<file path="src/rtl/pokey_pkg.sv">
// pokey_pkg: shared constants for the POKEY audio divider.
// Holds register addresses, AUDCTL bit positions, counter widths and the
// fast-mode reload offsets used by pokey_audio_divider and pokey_chan_counter.
package pokey_pkg;

  localparam int unsigned ADDR_W  = 4;
  localparam int unsigned AUDF_W  = 8;
  localparam int unsigned CNT_W   = 9;
  localparam int unsigned JCNT_W  = 17;
  localparam int unsigned NUM_CH  = 4;

  // Writable register addresses
  typedef enum logic [ADDR_W-1:0] {
    ADDR_AUDF1  = 4'd0,
    ADDR_AUDF2  = 4'd2,
    ADDR_AUDF3  = 4'd4,
    ADDR_AUDF4  = 4'd6,
    ADDR_AUDCTL = 4'd8,
    ADDR_STIMER = 4'd9
  } reg_addr_e;

  // AUDCTL bit indices
  localparam int unsigned AUDCTL_SEL15   = 0;
  localparam int unsigned AUDCTL_JOIN34  = 3;
  localparam int unsigned AUDCTL_JOIN12  = 4;
  localparam int unsigned AUDCTL_CH3FAST = 5;
  localparam int unsigned AUDCTL_CH1FAST = 6;

  // Extra reload counts in fast mode: absorb the machine-cycle pipeline delay
  localparam int unsigned FAST_OFS_SINGLE = 3;
  localparam int unsigned FAST_OFS_JOIN   = 6;

endpackage

</file>
<file path="src/rtl/pokey_audio_divider_if.sv">
// pokey_audio_divider_if: register write bus for the audio divider.
//   wrEn   - write strobe
//   addr   - register address
//   wrData - write data
// master drives the bus, slave (the divider) receives it.
interface pokey_audio_divider_if;
  import pokey_pkg::*;

  logic              wrEn;
  logic [ADDR_W-1:0] addr;
  logic [AUDF_W-1:0] wrData;

  modport master (output wrEn, addr, wrData);
  modport slave  (input  wrEn, addr, wrData);

endinterface

</file>
<file path="src/rtl/pokey_chan_counter.sv">
// pokey_chan_counter: down-counter pair for two audio channels (1+2 or 3+4).
// Runs as two 9-bit counters, or as one 17-bit counter when joined.
// Ports:
//   clk, resetN       - clock, synchronous active-low reset
//   step_fast         - machine-cycle step (enn)
//   step_base         - base-tick step (enn & baseTick)
//   join_en           - pair joined into one 16-bit divider
//   fast_en           - low channel (and joined pair) clocked from step_fast
//   audf_lo, audf_hi  - AUDF values for the low/high channel
//   stimer            - load all counters with their reload value
//                       (present only with POKEY_STIMER_EN defined)
//   tick_lo, tick_hi  - registered one-clk underflow pulses
module pokey_chan_counter
  import pokey_pkg::*;
(
  input  logic              clk,
  input  logic              resetN,
  input  logic              step_fast,
  input  logic              step_base,
  input  logic              join_en,
  input  logic              fast_en,
  input  logic [AUDF_W-1:0] audf_lo,
  input  logic [AUDF_W-1:0] audf_hi,
`ifdef POKEY_STIMER_EN
  input  logic              stimer,
`endif
  output logic              tick_lo,
  output logic              tick_hi
);

  logic [CNT_W-1:0]  cnt_lo;
  logic [CNT_W-1:0]  cnt_hi;
  logic [CNT_W-1:0]  rel_lo;
  logic [CNT_W-1:0]  rel_hi;
  logic [JCNT_W-1:0] cnt_j;
  logic [JCNT_W-1:0] rel_j;
  logic              step_lo;
  logic              step_hi;
  logic              load_all;

`ifdef POKEY_STIMER_EN
  assign load_all = stimer;
`else
  assign load_all = 1'b0;
`endif

  // Step selection and reload values; joined view is {hi, lo[7:0]}
  always_comb begin
    step_lo = fast_en ? step_fast : step_base;
    step_hi = join_en ? step_lo : step_base;
    rel_lo  = CNT_W'(audf_lo) + (fast_en ? CNT_W'(FAST_OFS_SINGLE) : CNT_W'(0));
    rel_hi  = CNT_W'(audf_hi);
    rel_j   = JCNT_W'({audf_hi, audf_lo}) + (fast_en ? JCNT_W'(FAST_OFS_JOIN) : JCNT_W'(0));
    cnt_j   = {cnt_hi, cnt_lo[AUDF_W-1:0]};
  end

  // Counter update; load_all overrides any underflow that clk
  always_ff @(posedge clk) begin
    if (!resetN) begin
      cnt_lo  <= '0;
      cnt_hi  <= '0;
      tick_lo <= 1'b0;
      tick_hi <= 1'b0;
    end else begin
      tick_lo <= 1'b0;
      tick_hi <= 1'b0;
      if (load_all) begin
        if (join_en) begin
          cnt_hi <= rel_j[JCNT_W-1:AUDF_W];
          cnt_lo <= {1'b0, rel_j[AUDF_W-1:0]};
        end else begin
          cnt_lo <= rel_lo;
          cnt_hi <= rel_hi;
        end
      end else if (join_en) begin
        if (step_lo) begin
          if (cnt_j == JCNT_W'(0)) begin
            cnt_hi  <= rel_j[JCNT_W-1:AUDF_W];
            cnt_lo  <= {1'b0, rel_j[AUDF_W-1:0]};
            tick_hi <= 1'b1;
          end else begin
            {cnt_hi, cnt_lo[AUDF_W-1:0]} <= cnt_j - JCNT_W'(1);
          end
        end
      end else begin
        if (step_lo) begin
          if (cnt_lo == CNT_W'(0)) begin
            cnt_lo  <= rel_lo;
            tick_lo <= 1'b1;
          end else begin
            cnt_lo <= cnt_lo - CNT_W'(1);
          end
        end
        if (step_hi) begin
          if (cnt_hi == CNT_W'(0)) begin
            cnt_hi  <= rel_hi;
            tick_hi <= 1'b1;
          end else begin
            cnt_hi <= cnt_hi - CNT_W'(1);
          end
        end
      end
    end
  end

endmodule

</file>
<file path="src/rtl/pokey_audio_divider.sv">
// pokey_audio_divider: POKEY audio frequency divider scheduler.
// Holds AUDF1-AUDF4 and AUDCTL, runs two channel-pair counters and emits
// per-channel underflow pulses.
// Ports:
//   clk, resetN - clock, synchronous active-low reset
//   enn         - 1.79 MHz machine-cycle enable (one clk wide)
//   baseTick    - 64/15 kHz base tick (only high together with enn)
//   bus         - register write bus (wrEn, addr, wrData)
//   sel15Khz    - AUDCTL[0], registered
//   chanTick    - per-channel underflow pulse, registered, one clk wide
// Build option: POKEY_STIMER_EN enables the STIMER write at address 9.
module pokey_audio_divider
  import pokey_pkg::*;
(
  input  logic                 clk,
  input  logic                 resetN,
  input  logic                 enn,
  input  logic                 baseTick,
  pokey_audio_divider_if.slave bus,
  output logic                 sel15Khz,
  output logic [NUM_CH-1:0]    chanTick
);

  logic [AUDF_W-1:0] audf1;
  logic [AUDF_W-1:0] audf2;
  logic [AUDF_W-1:0] audf3;
  logic [AUDF_W-1:0] audf4;
  logic [AUDF_W-1:0] audctl;
  logic              step_base;
  logic              audctl_unused_bits;

  // Register file; writes are independent of enn
  always_ff @(posedge clk) begin
    if (!resetN) begin
      audf1  <= '0;
      audf2  <= '0;
      audf3  <= '0;
      audf4  <= '0;
      audctl <= '0;
    end else if (bus.wrEn) begin
      case (bus.addr)
        ADDR_AUDF1:  audf1  <= bus.wrData;
        ADDR_AUDF2:  audf2  <= bus.wrData;
        ADDR_AUDF3:  audf3  <= bus.wrData;
        ADDR_AUDF4:  audf4  <= bus.wrData;
        ADDR_AUDCTL: audctl <= bus.wrData;
        default:     ;
      endcase
    end
  end

  assign step_base          = enn & baseTick;
  assign sel15Khz           = audctl[AUDCTL_SEL15];
  // Bits 1, 2 and 7 are stored for readback compatibility but drive nothing
  assign audctl_unused_bits = ^{audctl[7], audctl[2:1]};

`ifdef POKEY_STIMER_EN
  logic stimer;
  assign stimer = bus.wrEn && (bus.addr == ADDR_STIMER);
`endif

  // Channels 1+2
  pokey_chan_counter u_pair12 (
    .clk       (clk),
    .resetN    (resetN),
    .step_fast (enn),
    .step_base (step_base),
    .join_en   (audctl[AUDCTL_JOIN12]),
    .fast_en   (audctl[AUDCTL_CH1FAST]),
    .audf_lo   (audf1),
    .audf_hi   (audf2),
`ifdef POKEY_STIMER_EN
    .stimer    (stimer),
`endif
    .tick_lo   (chanTick[0]),
    .tick_hi   (chanTick[1])
  );

  // Channels 3+4
  pokey_chan_counter u_pair34 (
    .clk       (clk),
    .resetN    (resetN),
    .step_fast (enn),
    .step_base (step_base),
    .join_en   (audctl[AUDCTL_JOIN34]),
    .fast_en   (audctl[AUDCTL_CH3FAST]),
    .audf_lo   (audf3),
    .audf_hi   (audf4),
`ifdef POKEY_STIMER_EN
    .stimer    (stimer),
`endif
    .tick_lo   (chanTick[2]),
    .tick_hi   (chanTick[3])
  );

endmodule
</file>
<file path="src/flat_wrapper.sv">
// flat-port wrapper written by rule: the top's interface ports become plain ports
module pokey_audio_divider_flat import pokey_pkg::*;
  (clk, resetN, enn, baseTick, sel15Khz, chanTick, bus_wrEn, bus_addr, bus_wrData);
  pokey_audio_divider_if bus_i ();
  input  logic clk;
  input  logic resetN;
  input  logic enn;
  input  logic baseTick;
  output logic sel15Khz;
  output logic [NUM_CH-1:0] chanTick;
  input wire logic [$bits(bus_i.wrEn)-1:0] bus_wrEn;
  input wire logic [$bits(bus_i.addr)-1:0] bus_addr;
  input wire logic [$bits(bus_i.wrData)-1:0] bus_wrData;
  assign bus_i.wrEn = bus_wrEn;
  assign bus_i.addr = bus_addr;
  assign bus_i.wrData = bus_wrData;
  pokey_audio_divider u_core (.clk(clk), .resetN(resetN), .enn(enn), .baseTick(baseTick), .bus(bus_i), .sel15Khz(sel15Khz), .chanTick(chanTick));
endmodule
</file>
<file path="config.mk">
export PLATFORM = sky130hd
export DESIGN_NAME = pokey_audio_divider_flat
export DESIGN_NICKNAME = d
export VERILOG_FILES = /design/src/rtl/pokey_pkg.sv /design/src/rtl/pokey_audio_divider_if.sv /design/src/rtl/pokey_chan_counter.sv /design/src/rtl/pokey_audio_divider.sv /design/src/flat_wrapper.sv
export SDC_FILE = /design/constraint.sdc
export NUM_CORES = 1
export LEC_CHECK = 0
export ABC_AREA = 0
export CAP_MARGIN = 20
export CORE_ASPECT_RATIO = 0.75
export CORE_MARGIN = 2
export CORE_UTILIZATION = 35
export CTS_CLUSTER_DIAMETER = 80
export DETAILED_ROUTE_END_ITERATION = 7
export GPL_TIMING_DRIVEN = 0
export HOLD_SLACK_MARGIN = 0.15
export REMOVE_ABC_BUFFERS = 1
export SLEW_MARGIN = 20
export SYNTH_ARGS = -nofsm -noshare
export SYNTH_HDL_FRONTEND = slang
export SYNTH_SLANG_ARGS = --single-unit
</file>
<file path="constraint.sdc">
create_clock -name clk -period 3.1 [get_ports clk]
set_clock_uncertainty 0.1 [all_clocks]
set_input_delay 0.62 -clock clk [delete_from_list [all_inputs] [get_ports clk]]
set_output_delay 0.62 -clock clk [all_outputs]
set_load 0.05 [all_outputs]
</file>
==> Yosys cells after proc, flatten, opt, wreduce, memory -nomap -nowiden <==
Index checks and enable logic that the tools add are counted.
{ "classes": {"mux": 42, "n_addsub": 10, "eq_ne": 8, "reduce_logical": 20, "bitwise_logic": 4} }
{ "op_table": {"columns": ["operator", "count"], "rows": [
  ["9-bit 2-to-1 mux", 18],
  ["9-bit logical NOT", 4],
  ["9-bit by 1-bit subtractor with 9-bit output (second input constant)", 4],
  ["16-bit by 3-bit adder with 17-bit output", 2],
  ["17-bit logical NOT", 2],
  ["17-bit by 1-bit subtractor with 17-bit output (second input constant)", 2],
  ["8-bit by 2-bit adder with 9-bit output", 2],
  ["1-bit 2-to-1 mux", 18],
  ["2-bit AND reduction", 9],
  ["8-bit 2-to-1 mux", 2],
  ["4-bit by 3-bit equality test with 1-bit output (second input constant)", 2],
  ["2-bit inequality test (second input constant)", 4],
  ["3-bit 2-to-1 mux", 2],
  ["3-bit OR reduction", 2],
  ["4-bit by 2-bit equality test with 1-bit output (second input constant)", 1],
  ["4-bit equality test (second input constant)", 1],
  ["4-bit logical NOT", 1],
  ["2-bit 2-to-1 mux", 2],
  ["2-bit nonzero test", 2],
  ["1-bit inverter", 3],
  ["1-bit bitwise AND", 1]
]} }
{ "totals": {"output_inout_bits": 5, "reg_bits": 79, "in_bits": 17} }

==> Depth between registers and ports, before layout <==
Gate-level depths: netlist (run 1).
{ "depth": {"ltp_word": 5, "depth_mapped": 11, "mapped_depth_nobuf": 9} }

==> Hierarchy <==
From an unflattened synthesis (run 1), not the netlist that was laid out.
{ "unflattened": {"cells_unflattened": 667, "area_unflattened_um2": 5441.5} }
{ "by_module_without_submodules": {"columns": ["mod", "instances", "cells_each", "seq_area_each_um2", "area_each_um2"], "rows": [
  ["pokey_chan_counter at u_core.u_pair34", 1, 271, 400.4, 2099.5],
  ["pokey_chan_counter at u_core.u_pair12", 1, 260, 400.4, 1961.9],
  ["pokey_audio_divider", 1, 136, 740.7, 1380.1]
]} }

==> Least setup slack after synthesis (run 1) <==
OpenSTA, ideal clock, no wires.
{ "synth_path": {"kind": "flip-flop to flip-flop", "from": "register u_core.u_pair34.cnt_hi[0]", "to": "register u_core.u_pair34.cnt_hi[8]", "arrival_ps": 2380, "path_slack_ps": 549, "synth_period_minus_slack_ps": 2551, "n_path_buf": 2, "stages_incl_launch_ff": 10, "setup_ps": 70, "cell_sequence": "dfxtp_1 -> clkbuf_1 -> inv_1 -> ha_1 -> or4b_4 -> buf_6 -> nor4_4 -> nand2_4 -> or3_1 -> a21oi_1"} }
{ "synth_via": {"elab_chain_cells": 4, "elab_cells_between_ends": 9} }
{ "synth_lines": {"columns": ["element", "line", "rtl"], "rows": [
  ["from (decl)", "pokey_chan_counter.sv:32", "logic [CNT_W-1:0] cnt_hi;"],
  ["from (signal assigned)", "pokey_chan_counter.sv:69", "cnt_hi <= rel_j[JCNT_W-1:AUDF_W];"],
  ["from (signal assigned)", "pokey_chan_counter.sv:73", "cnt_hi <= rel_hi;"],
  ["from (signal assigned)", "pokey_chan_counter.sv:78", "cnt_hi <= rel_j[JCNT_W-1:AUDF_W];"],
  ["17-bit by 1-bit subtractor with 17-bit output, or another cell as far along", "pokey_chan_counter.sv:82", "{cnt_hi, cnt_lo[AUDF_W-1:0]} <= cnt_j - JCNT_W'(1);"],
  ["9-bit 2-to-1 mux, on equally long branches", "pokey_chan_counter.sv:77, pokey_chan_counter.sv:95", null],
  ["9-bit 2-to-1 mux, on equally long branches", "pokey_chan_counter.sv:76, pokey_chan_counter.sv:94", null],
  ["9-bit 2-to-1 mux *", "pokey_chan_counter.sv:75", "end else if (join_en) begin"]
]} }
Every way passes the cells marked *; elsewhere a longest branch is shown, timed or not. The select of a mux whose other input is x is not followed.
A chain may end at the register's enable or synchronous reset.

==> Final worst setup path (run 1) <==
{ "layout_path": {"from": "register u_core.audctl[5]", "to": "register u_core.u_pair34.cnt_hi[7]"} }
{ "layout_via": {"elab_chain_cells": 5, "elab_cells_between_ends": 10} }
{ "layout_lines": {"columns": ["element", "line", "rtl"], "rows": [
  ["from (decl)", "pokey_audio_divider.sv:28", "logic [AUDF_W-1:0] audctl;"],
  ["from (signal assigned)", "pokey_audio_divider.sv:46", "ADDR_AUDCTL: audctl <= bus.wrData;"],
  ["3-bit 2-to-1 mux", "pokey_chan_counter.sv:53", "rel_j = JCNT_W'({audf_hi, audf_lo}) + (fast_en ? JCNT_W'(FAST_OFS_JOIN) : JCNT_W'(0));"],
  ["16-bit by 3-bit adder with 17-bit output", "pokey_chan_counter.sv:53", null],
  ["9-bit 2-to-1 mux", "pokey_chan_counter.sv:77", "if (cnt_j == JCNT_W'(0)) begin"],
  ["9-bit 2-to-1 mux", "pokey_chan_counter.sv:76", "if (step_lo) begin"],
  ["9-bit 2-to-1 mux", "pokey_chan_counter.sv:75", null],
  ["to (signal assigned)", "pokey_chan_counter.sv:73", null],
  ["to (signal assigned)", "pokey_chan_counter.sv:78", null],
  ["to (signal assigned)", "pokey_chan_counter.sv:82", null]
]} }
Several ways; a longest one is shown, not always the timed one. The select of a mux whose other input is x is not followed.

==> flow_summary_export.csv, run 1 <==
group,metric,value,unit
run_status,status,"finished, final reports clean",
routing,drt-pass1-iter-count,5,
synth,synthDominantCellAreaShare,0.292,
synth,postSynthAreaPerCell,7.61,um2
cells_and_area,fin_nets,711,
routing,drtAntennaViolNets,0,
synth,synth-seq-cells,77,
routing,avgViaCountPerCell,5.77,
floorplanning,rows,38,
synth,synth_edf_count,0,
min_path,hold_path.class,"reg -> reg",
timing,holdWs,0.376,ns
floorplanning,die_y,110,um
synth,syn-instance-count,694,
synth,synth_area_leader_cell,"dfxtp_1",
critical_path,worst_r2r_endpoint,"u_core.u_pair34.cnt_hi[7]",
synth,synth_mux_area_frac,0.0763,
clock_network,clock_latency,0.34,ns
timing,final.period_utilization,0.956,
synth,ys.flop_type,"dfxtp_1",
cells_and_area,post-route-util,0.400,
power_and_ir_drop,p_leak,2.07,nW
min_path,hp-start,"u_core.u_pair34.cnt_hi[8]",
timing,slew_violations,0,
place,dpl.hpwl,11000,um
timing,slew_headroom,0.334,
critical_path,cp.required,3.22,ns
synth,synthTopCellsByArea,"dfxtp_1 29%, mux2i_1 7.2%, nand2_1 5.7%, nor2_1 5.6%, xnor2_1 4.3%",
place,finalWeightedCongestion,0.865,
clock_network,numCtsBuffers,9,
timing,tightest_slew,0.998,ns
critical_path,r2r_slack,0.14,ns
timing,finalHoldViolCount,0,
clock_network,htree_levels,3,
floorplanning,start_util,0.362,
routing,drt_wl_total,15000,um
routing,wl_per_cell,17.0,um
critical_path,end_kind,"flip-flop",
synth,synth_compound_area_frac,0.184,
synth,synth_fa_ha_area_frac,0.0389,
critical_path,worst-setup-path-type,"reg -> reg",
cells_and_area,layout.cells.most_common_list,"80 x nand2_1, 77 x nor2_1, 77 x dfxtp_1",
clock_network,cts.sinks,77,
global_routing,grt_pass1_vias,4598,
global_routing,grt_max_degree,45,
cells_and_area,final_area,0.00584,mm2
global_routing,track_usage,0.186,
synth,async_reset_ff_frac,0,
synth,ys_types,67,
critical_path,ff2ff_path_depth,9,
floorplanning,die_w,146,um
timing,setup_viol,0,
global_routing,grt_pass1_wl,23900,um
place,io_buffers,21,
floorplanning,pin_count,22,
routing,drc,0,
cells_and_area,drive_gt1_frac,0.0555,
global_routing,antenna_found_initial,0,
synth,synth_top_family_by_area,"simple AND/OR/NAND/NOR gates",
power_and_ir_drop,power_density,635,mW/mm2
synth,ys_seq_area_frac,0.292,
min_path,hold_depth,2,
clock_network,clkTransAtPathRegs,0.07,ns
synth,yosysWarnings,0,
place,place_area,0.00556,mm2
critical_path,arrival,3.08,ns
cells_and_area,final_common_cell,"nand2_1",
power_and_ir_drop,max-vdd-ir-drop,0.238,mV
synth,synth-simple-area-share,0.279,
critical_path,start_kind,"flip-flop",
cells_and_area,syn2layout_area_growth,10.6,%
critical_path,path_max_fanout,9,
job,max_cap_viol_count,0,
floorplanning,core_area,0.0146,mm2
clock_network,cts_buffer_depth,2,
routing,vias,5105,
clock_network,cts-root-buf,"clkbuf_16",
synth,netlist_area,0.00528,mm2
floorplanning,die-area,0.0161,mm2
synth,synth_xor_area_frac,0.0697,
clock_network,cts_tree,"yes",
timing,fmax,338,MHz
min_path,holdPathEnd,"u_core.u_pair34.cnt_hi[8]",
timing,grt_setup_unrepaired,"false",
critical_path,r2r_start,"u_core.audctl[5]",
routing,drt_iter0_drc,497,
cells_and_area,n_antenna_cell,0,
timing,fin_crit,2.96,ns
global_routing,grt_overflow,0,
## flip-flops by register name, summed over array words and instances, names as in the netlist, 8 cells and up
signal	flops
u_core.u_pair12.cnt_hi	9
u_core.u_pair12.cnt_lo	9
u_core.u_pair34.cnt_hi	9
u_core.u_pair34.cnt_lo	9
u_core.audf1	8
u_core.audf2	8
u_core.audf3	8
u_core.audf4	8
## cell families after synthesis
logic type | count (synthesis)
muxes | 40
xor gates and xnor gates | 42
AOI/OAI and AO/OA | 151
adders and majority gates | 14
and+or+nand+nor | 296
buffers and inverters | 74
DFF | 77
## cells in the mapped netlist, types with 4 or more instances
cell      count
buf_1         4
a21o_1        7
nor3_1       30
clkbuf_1     34
a31oi_1      11
a22oi_1       5
or4_1         6
nor2_1       79
inv_1        26
nor3b_1       6
o22ai_1       4
xor2_1       16
nand4_1      11
xnor2_1      26
ha_1         10
or3_1         9
buf_4         4
and2_1        4
and3_1        7
o31ai_1       6
nor2b_1       5
mux2i_1      38
a21oi_1      34
a211oi_1      6
fa_1          4
nand2_1      80
o21ai_0      38
dfxtp_1      77
nand3_1      28
nor4_1       11
o211ai_1      8
## layout make-up
cell class | instances | area (um2)
fill | 1487 | 8750
multi-input combinational | 543 | 3460
sequential | 77 | 1540
tap | 200 | 250
clock buffer | 10 | 229
timing repair buffer | 22 | 225
inverter | 27 | 103
clock inverter | 6 | 30.0
## critical path, cell delays in order (launching register included)
cell     delay (ns)
dfxtp_1        0.58
ha_1           0.28
inv_1          0.07
fa_1           0.43
and4b_1        0.32
and3_1         0.26
nand4_1        0.13
xor2_1         0.15
o21ai_0        0.13
a221o_1        0.38
## layer usage
metal | share of wire | routed length, um | vias up | global-route usage
met4 | 0.012 | 187 | 0 | 0.0553
li1 | - | - | 2462 | -
met5 | 0 | 0 | - | 0
met2 | 0.41 | 6190 | 184 | 0.274
met3 | 0.065 | 971 | 17 | 0.0317
met1 | 0.51 | 7680 | 2442 | 0.276
## per-stage QoR
| step | instances | TNS [ns] | setup slack (ns) | power (mW) |
|---|---|---|---|---|
| floorplan | 647 | 0 | 0.440 | 2.31 |
| global placement | 868 | -71.76 | -1.55 | 2.66 |
| detailed placement | 869 | -0.877 | -0.215 | 2.70 |
| CTS | 885 | 0 | 0.0703 | 3.68 |
| global route | 885 | 0 | 0.0265 | 3.95 |
| finish | 885 | 0 | 0.137 | 3.71 |
## timing repair
action | 4_1_cts | 5_1_grt
gates resized for setup | 1 | 4
pin swaps | 0 | 1
endpoints found under the setup margin | 2 | 9
hold buffers | 0 | 0
buffers inserted | 0 | 0
## worst max path at each step
stage | to | slack, ns | from | depth (start not counted)
finish | u_core.u_pair34.cnt_hi[7] | 0.14 | u_core.audctl[5] | 9
floorplan | u_core.u_pair12.cnt_hi[8] | 0.44 | u_core.u_pair12.cnt_hi[0] | 7
CTS | u_core.u_pair12.cnt_lo[3] | 0.07 | u_core.u_pair12.cnt_hi[0] | 8
detailed placement | u_core.u_pair12.cnt_hi[0] | -0.21 | resetN | 6
global route | u_core.u_pair12.cnt_hi[8] | 0.03 | u_core.u_pair12.cnt_hi[1] | 7
global placement | u_core.u_pair12.cnt_hi[0] | -1.55 | resetN | 5
## where the power goes
| group | switching, mW | internal [mW] |
|---|---|---|
| clock | 0.432 | 0.534 |
| combinational | 0.974 | 0.583 |
| sequential | 0.121 | 1.07 |
(Power assumes the default switching activity.)
==> run 2: changes to the inputs <==
--- a/config.mk
+++ b/config.mk
@@ -14,6 +14,7 @@
 export DETAILED_ROUTE_END_ITERATION = 7
 export GPL_TIMING_DRIVEN = 0
 export HOLD_SLACK_MARGIN = 0.15
+export MAX_ROUTING_LAYER = met4
 export REMOVE_ABC_BUFFERS = 1
 export SLEW_MARGIN = 20
 export SYNTH_ARGS = -nofsm -noshare
==> flow_summary_export.csv, run 2 (synthesis gave the netlist of run 1 again) <==
group,metric,value,unit
clock_network,cts-root-buf,"clkbuf_16",
clock_network,htree_levels,3,
timing,grt_setup_unrepaired,"false",
routing,avgViaCountPerCell,5.70,
critical_path,arrival,3.07,ns
routing,drt_wl_total,15000,um
critical_path,crit_chain,"ha_1, inv_1, fa_1, and4b_1, and3_1, nand4_1, xor2_1, o21ai_0, a221o_1",
timing,slew_headroom,0.344,
power_and_ir_drop,max-vdd-ir-drop,0.238,mV
critical_path,path_max_fanout,9,
critical_path,start_kind,"flip-flop",
floorplanning,die_y,110,um
global_routing,grt_max_degree,45,
timing,tightest_slew,0.983,ns
cells_and_area,post-route-util,0.400,
cells_and_area,layout.cells.most_common_list,"80 x nand2_1, 77 x nor2_1, 77 x dfxtp_1",
cells_and_area,syn2layout_area_growth,10.6,%
routing,wl_per_cell,16.9,um
cells_and_area,fin_nets,711,
cells_and_area,final_common_cell,"nand2_1",
routing,drc,0,
timing,finalSetupTns,0,ns
job,max_cap_viol_count,0,
critical_path,end_kind,"flip-flop",
cells_and_area,drive_gt1_frac,0.0555,
clock_network,cts.sinks,77,
timing,slew_violations,0,
routing,drtAntennaViolNets,0,
timing,final.period_utilization,0.953,
routing,drt_iter0_drc,492,
clock_network,ctsHoldBuffers,0,
floorplanning,pin_count,22,
min_path,hold_path.class,"reg -> reg",
routing,drt-pass1-iter-count,5,
place,dpl.hpwl,11000,um
global_routing,grt_pass1_vias,4595,
timing,fin_crit,2.95,ns
power_and_ir_drop,p_leak,2.07,nW
critical_path,worst-setup-path-type,"reg -> reg",
clock_network,clkTransAtPathRegs,0.06,ns
floorplanning,die_w,146,um
clock_network,clock_latency,0.34,ns
global_routing,grt_pass1_wl,23800,um
routing,vias,5047,
critical_path,critPathBufInv,1,
cells_and_area,nFillCells,1487,
floorplanning,die-area,0.0161,mm2
timing,finalHoldViolCount,0,
power_and_ir_drop,power_density,634,mW/mm2
timing,fmax,338,MHz
floorplanning,rows,38,
timing,setup_viol,0,
place,finalWeightedCongestion,0.879,
floorplanning,start_util,0.362,
place,io_buffers,21,
clock_network,numCtsBuffers,9,
critical_path,cp.required,3.22,ns
global_routing,grt_overflow,0,
cells_and_area,n_antenna_cell,0,
clock_network,cts_tree,"yes",
place,place_inst,869,
cells_and_area,stdcell_count,885,
run_status,status,"finished, final reports clean",
clock_network,cts_buffer_depth,2,
floorplanning,core_area,0.0146,mm2
critical_path,slowest_stage,"dfxtp_1",
critical_path,cp_top_family,"simple AND/OR/NAND/NOR gates",
global_routing,antenna_found_initial,0,
critical_path,slowest_delay,0.57,ns
global_routing,track_usage,0.192,
-- run 2: cell counts in the layout (fill, tap and decap cells not counted) --
No cell type changed its count.
-- run 2: worst register-to-register path: stages (launching register included) --
cell,delay (ns)
dfxtp_1,0.57
ha_1,0.28
inv_1,0.07
fa_1,0.43
and4b_1,0.32
and3_1,0.27
nand4_1,0.13
xor2_1,0.15
o21ai_0,0.13
a221o_1,0.38
-- run 2: metrics by stage --
| step | total power [mW] | hold slack, ns | worst slack (ns) | area (um2) |
|---|---|---|---|---|
| after floorplan | 2.31 | 0.339 | 0.440 | 5060 |
| after global placement | 2.66 | 0.358 | -1.55 | 5520 |
| after detailed placement | 2.70 | 0.368 | -0.215 | 5560 |
| after CTS | 3.68 | 0.377 | 0.0703 | 5820 |
| after global routing | 3.95 | 0.402 | 0.0265 | 5840 |
| final | 3.71 | 0.376 | 0.146 | 5840 |
-- run 2: layer usage --
metal / global-route usage / vias to the layer above / part of all wire
met4: 0.0511 / 0 / 0.011
met2: 0.274 / 159 / 0.41
met3: 0.0354 / 16 / 0.058
li1: - / 2466 / -
met1: 0.276 / 2406 / 0.52
met5: - / - / 0
-- run 2: path summary, 6_finish.rpt --
check | depth (start not counted) | endpoint | start | slack, ns
setup / recovery | 9 | u_core.u_pair34.cnt_hi[7] | u_core.audctl[5] | 0.15
hold / removal | 2 | u_core.u_pair34.cnt_hi[8] | u_core.u_pair34.cnt_hi[8] | 0.38
setup reg to reg | 9 | u_core.u_pair34.cnt_hi[7] | u_core.audctl[5] | 0.15
hold reg to reg | 2 | u_core.u_pair34.cnt_hi[8] | u_core.u_pair34.cnt_hi[8] | 0.38
-- run 2: what timing repair did --
action / in CTS / in global routing
setup endpoints to repair: 2 / 9
setup buffers: 0 / 0
pin swaps: 0 / 1
gates resized for setup: 1 / 4
-- run 2: area by class of cell --
class | instances | area [um2] | area share
repair buffers | 22 | 225 | 0.0386
flip-flops and latches | 77 | 1540 | 0.264
clock buffers | 10 | 229 | 0.0392
inverters | 27 | 103 | 0.0176
well taps | 200 | 250 | 0.0428
multi-input cells | 543 | 3460 | 0.593
clock inverters | 6 | 30.0 | 0.00514
-- run 2: where the power goes --
part           internal, mW  switching, mW
clock                 0.534          0.428
sequential             1.07          0.120
combinational         0.583          0.973
total                  2.18           1.52
==> run 3: changes to the inputs <==
--- a/config.mk
+++ b/config.mk
@@ -7,6 +7,8 @@
 export LEC_CHECK = 0
 export ABC_AREA = 0
 export CAP_MARGIN = 20
+export CELL_PAD_IN_SITES_DETAIL_PLACEMENT = 1
+export CELL_PAD_IN_SITES_GLOBAL_PLACEMENT = 1
 export CORE_ASPECT_RATIO = 0.75
 export CORE_MARGIN = 2
 export CORE_UTILIZATION = 35
@@ -15,6 +17,7 @@
 export GPL_TIMING_DRIVEN = 0
 export HOLD_SLACK_MARGIN = 0.15
 export MAX_ROUTING_LAYER = met4
+export PLACE_DENSITY_LB_ADDON = 0.1
 export REMOVE_ABC_BUFFERS = 1
 export SLEW_MARGIN = 20
 export SYNTH_ARGS = -nofsm -noshare
==> constraint.sdc (replaced) <==
create_clock -name clk -period 3.1 [get_ports clk]
set_clock_uncertainty 0.1 [all_clocks]
set_input_delay 0.62 -clock clk [delete_from_list [all_inputs] [get_ports clk]]
set_output_delay 0.62 -clock clk [all_outputs]
set_load 0.01 [all_outputs]
==> flow_summary_export.csv, run 3 (synthesis gave the netlist of run 1 again) <==
group,metric,value,unit
routing,avgViaCountPerCell,5.73,
place,finalWeightedCongestion,0.869,
place,place_inst,870,
floorplanning,pin_count,22,
timing,slew_violations,0,
critical_path,worst-setup-path-type,"reg -> reg",
timing,setup_slack,0.204,ns
timing,tightest_slew,1.11,ns
routing,drc,0,
floorplanning,start_util,0.362,
critical_path,start_kind,"flip-flop",
clock_network,ctsHoldBuffers,0,
critical_path,cp.required,3.28,ns
floorplanning,core_area,0.0146,mm2
cells_and_area,final_area,0.00593,mm2
power_and_ir_drop,clkPwrFrac,0.278,
power_and_ir_drop,power_switching_share,0.405,
power_and_ir_drop,p_seq_frac,0.305,
place,io_buffers,21,
timing,slew_headroom,0.256,
cells_and_area,n_antenna_cell,0,
timing,holdWs,0.374,ns
cells_and_area,layout.cells.most_common_list,"79 x nand2_1, 78 x nor2_1, 76 x dfxtp_1",
timing,grt_setup_unrepaired,"false",
cells_and_area,seqCellArea,0.00154,mm2
global_routing,antenna_found_initial,0,
global_routing,grt_max_degree,33,
run_status,status,"finished, final reports clean",
cells_and_area,post-route-util,0.406,
job,max_cap_viol_count,0,
critical_path,end_kind,"flip-flop",
power_and_ir_drop,pwr-share-comb,0.418,
cells_and_area,drive_gt1_frac,0.0639,
floorplanning,die_w,146,um
routing,drt-pass1-iter-count,5,
clock_network,clock_latency,0.35,ns
clock_network,cts_buffer_depth,2,
global_routing,grt_pass1_wl,28300,um
timing,setup_viol,0,
timing,finalSetupTns,0,ns
cells_and_area,nFillCells,1775,
routing,drt_iter0_drc,347,
clock_network,cts.sinks,77,
global_routing,grt_pass1_vias,5097,
cells_and_area,final_common_cell,"nand2_1",
timing,fmax,345,MHz
floorplanning,rows,38,
clock_network,cts-root-buf,"clkbuf_16",
power_and_ir_drop,max-vdd-ir-drop,0.355,mV
min_path,hold_path.class,"reg -> reg",
global_routing,track_usage,0.234,
place,dpl.hpwl,12800,um
clock_network,htree_levels,3,
clock_network,cts_tree,"yes",
routing,vias,5098,
clock_network,numCtsBuffers,9,
place,place_ws,-0.286,ns
floorplanning,die-area,0.0161,mm2
timing,finalHoldViolCount,0,
cells_and_area,stdcell_count,889,
critical_path,arrival,3.08,ns
timing,final.period_utilization,0.934,
cells_and_area,multi_input_area,0.00348,mm2
routing,drtAntennaViolNets,0,
cells_and_area,syn2layout_area_growth,12.2,%
power_and_ir_drop,p_leak,2.10,nW
clock_network,clkTransAtPathRegs,0.06,ns
power_and_ir_drop,power.net_switching,1.59,mW
global_routing,grt_overflow,0,
power_and_ir_drop,power,3.92,mW
cells_and_area,fin_nets,715,
routing,drt_wl_total,17600,um
power_and_ir_drop,p_int,2.33,mW
power_and_ir_drop,power_density,662,mW/mm2
place,place_area,0.00557,mm2
routing,wl_per_cell,19.8,um
critical_path,path_max_fanout,18,
timing,fin_crit,2.90,ns
floorplanning,die_y,110,um
## run 3: critical path, stage by stage, from the launching register on
cell and delay, ns:
dfxtp_1 0.82, nor4bb_1 0.56, nand4_1 0.43, o22ai_1 0.32, nand2_1 0.11, or3_1 0.34
a31oi_1 0.15
## run 3: timing repair
action,4_1_cts,5_1_grt
setup endpoints to repair,7,13
pin swaps,0,1
gates resized for setup,2,7
setup buffers,0,3
## run 3: final timing paths
path | startpoint | end | slack (ns) | cells past startpoint
worst max-delay path | u_core.audctl[4] | u_core.u_pair12.cnt_lo[7] | 0.20 | 6
worst min-delay path | u_core.u_pair34.cnt_hi[8] | u_core.u_pair34.cnt_hi[8] | 0.37 | 2
worst max register to register | u_core.audctl[4] | u_core.u_pair12.cnt_lo[7] | 0.20 | 6
worst min register to register | u_core.u_pair34.cnt_hi[8] | u_core.u_pair34.cnt_hi[8] | 0.37 | 2
## run 3: power by group through the flow
| stage | clock network (mW) | registers, mW | logic [mW] |
|---|---|---|---|
| after global placement | 0 | 1.20 | 1.49 |
| after detailed placement | 0 | 1.21 | 1.54 |
| after global routing | 1.17 | 1.21 | 1.81 |
| after floorplan | 0 | 1.18 | 1.11 |
| after CTS | 1.12 | 1.19 | 1.56 |
| final | 1.09 | 1.20 | 1.64 |
## run 3: area by class of cell
class | count | area share
Clock inverter | 4 | 0.00802
Timing Repair Buffer | 26 | 0.0431
Tap cell | 200 | 0.0422
Multi-Input combinational cell | 543 | 0.587
Sequential cell | 77 | 0.260
Inverter | 27 | 0.0173
Clock buffer | 12 | 0.0416
## run 3: routing by layer
layer  share of wire  routed length [um]  vias up  global-route usage
met5               0                   0        -                   -
met1            0.53                9340     2527               0.330
met2            0.42                7390       87               0.345
li1                -                   -     2471                   -
met4          0.0088                 155        0              0.0511
met3           0.040                 699       13              0.0473
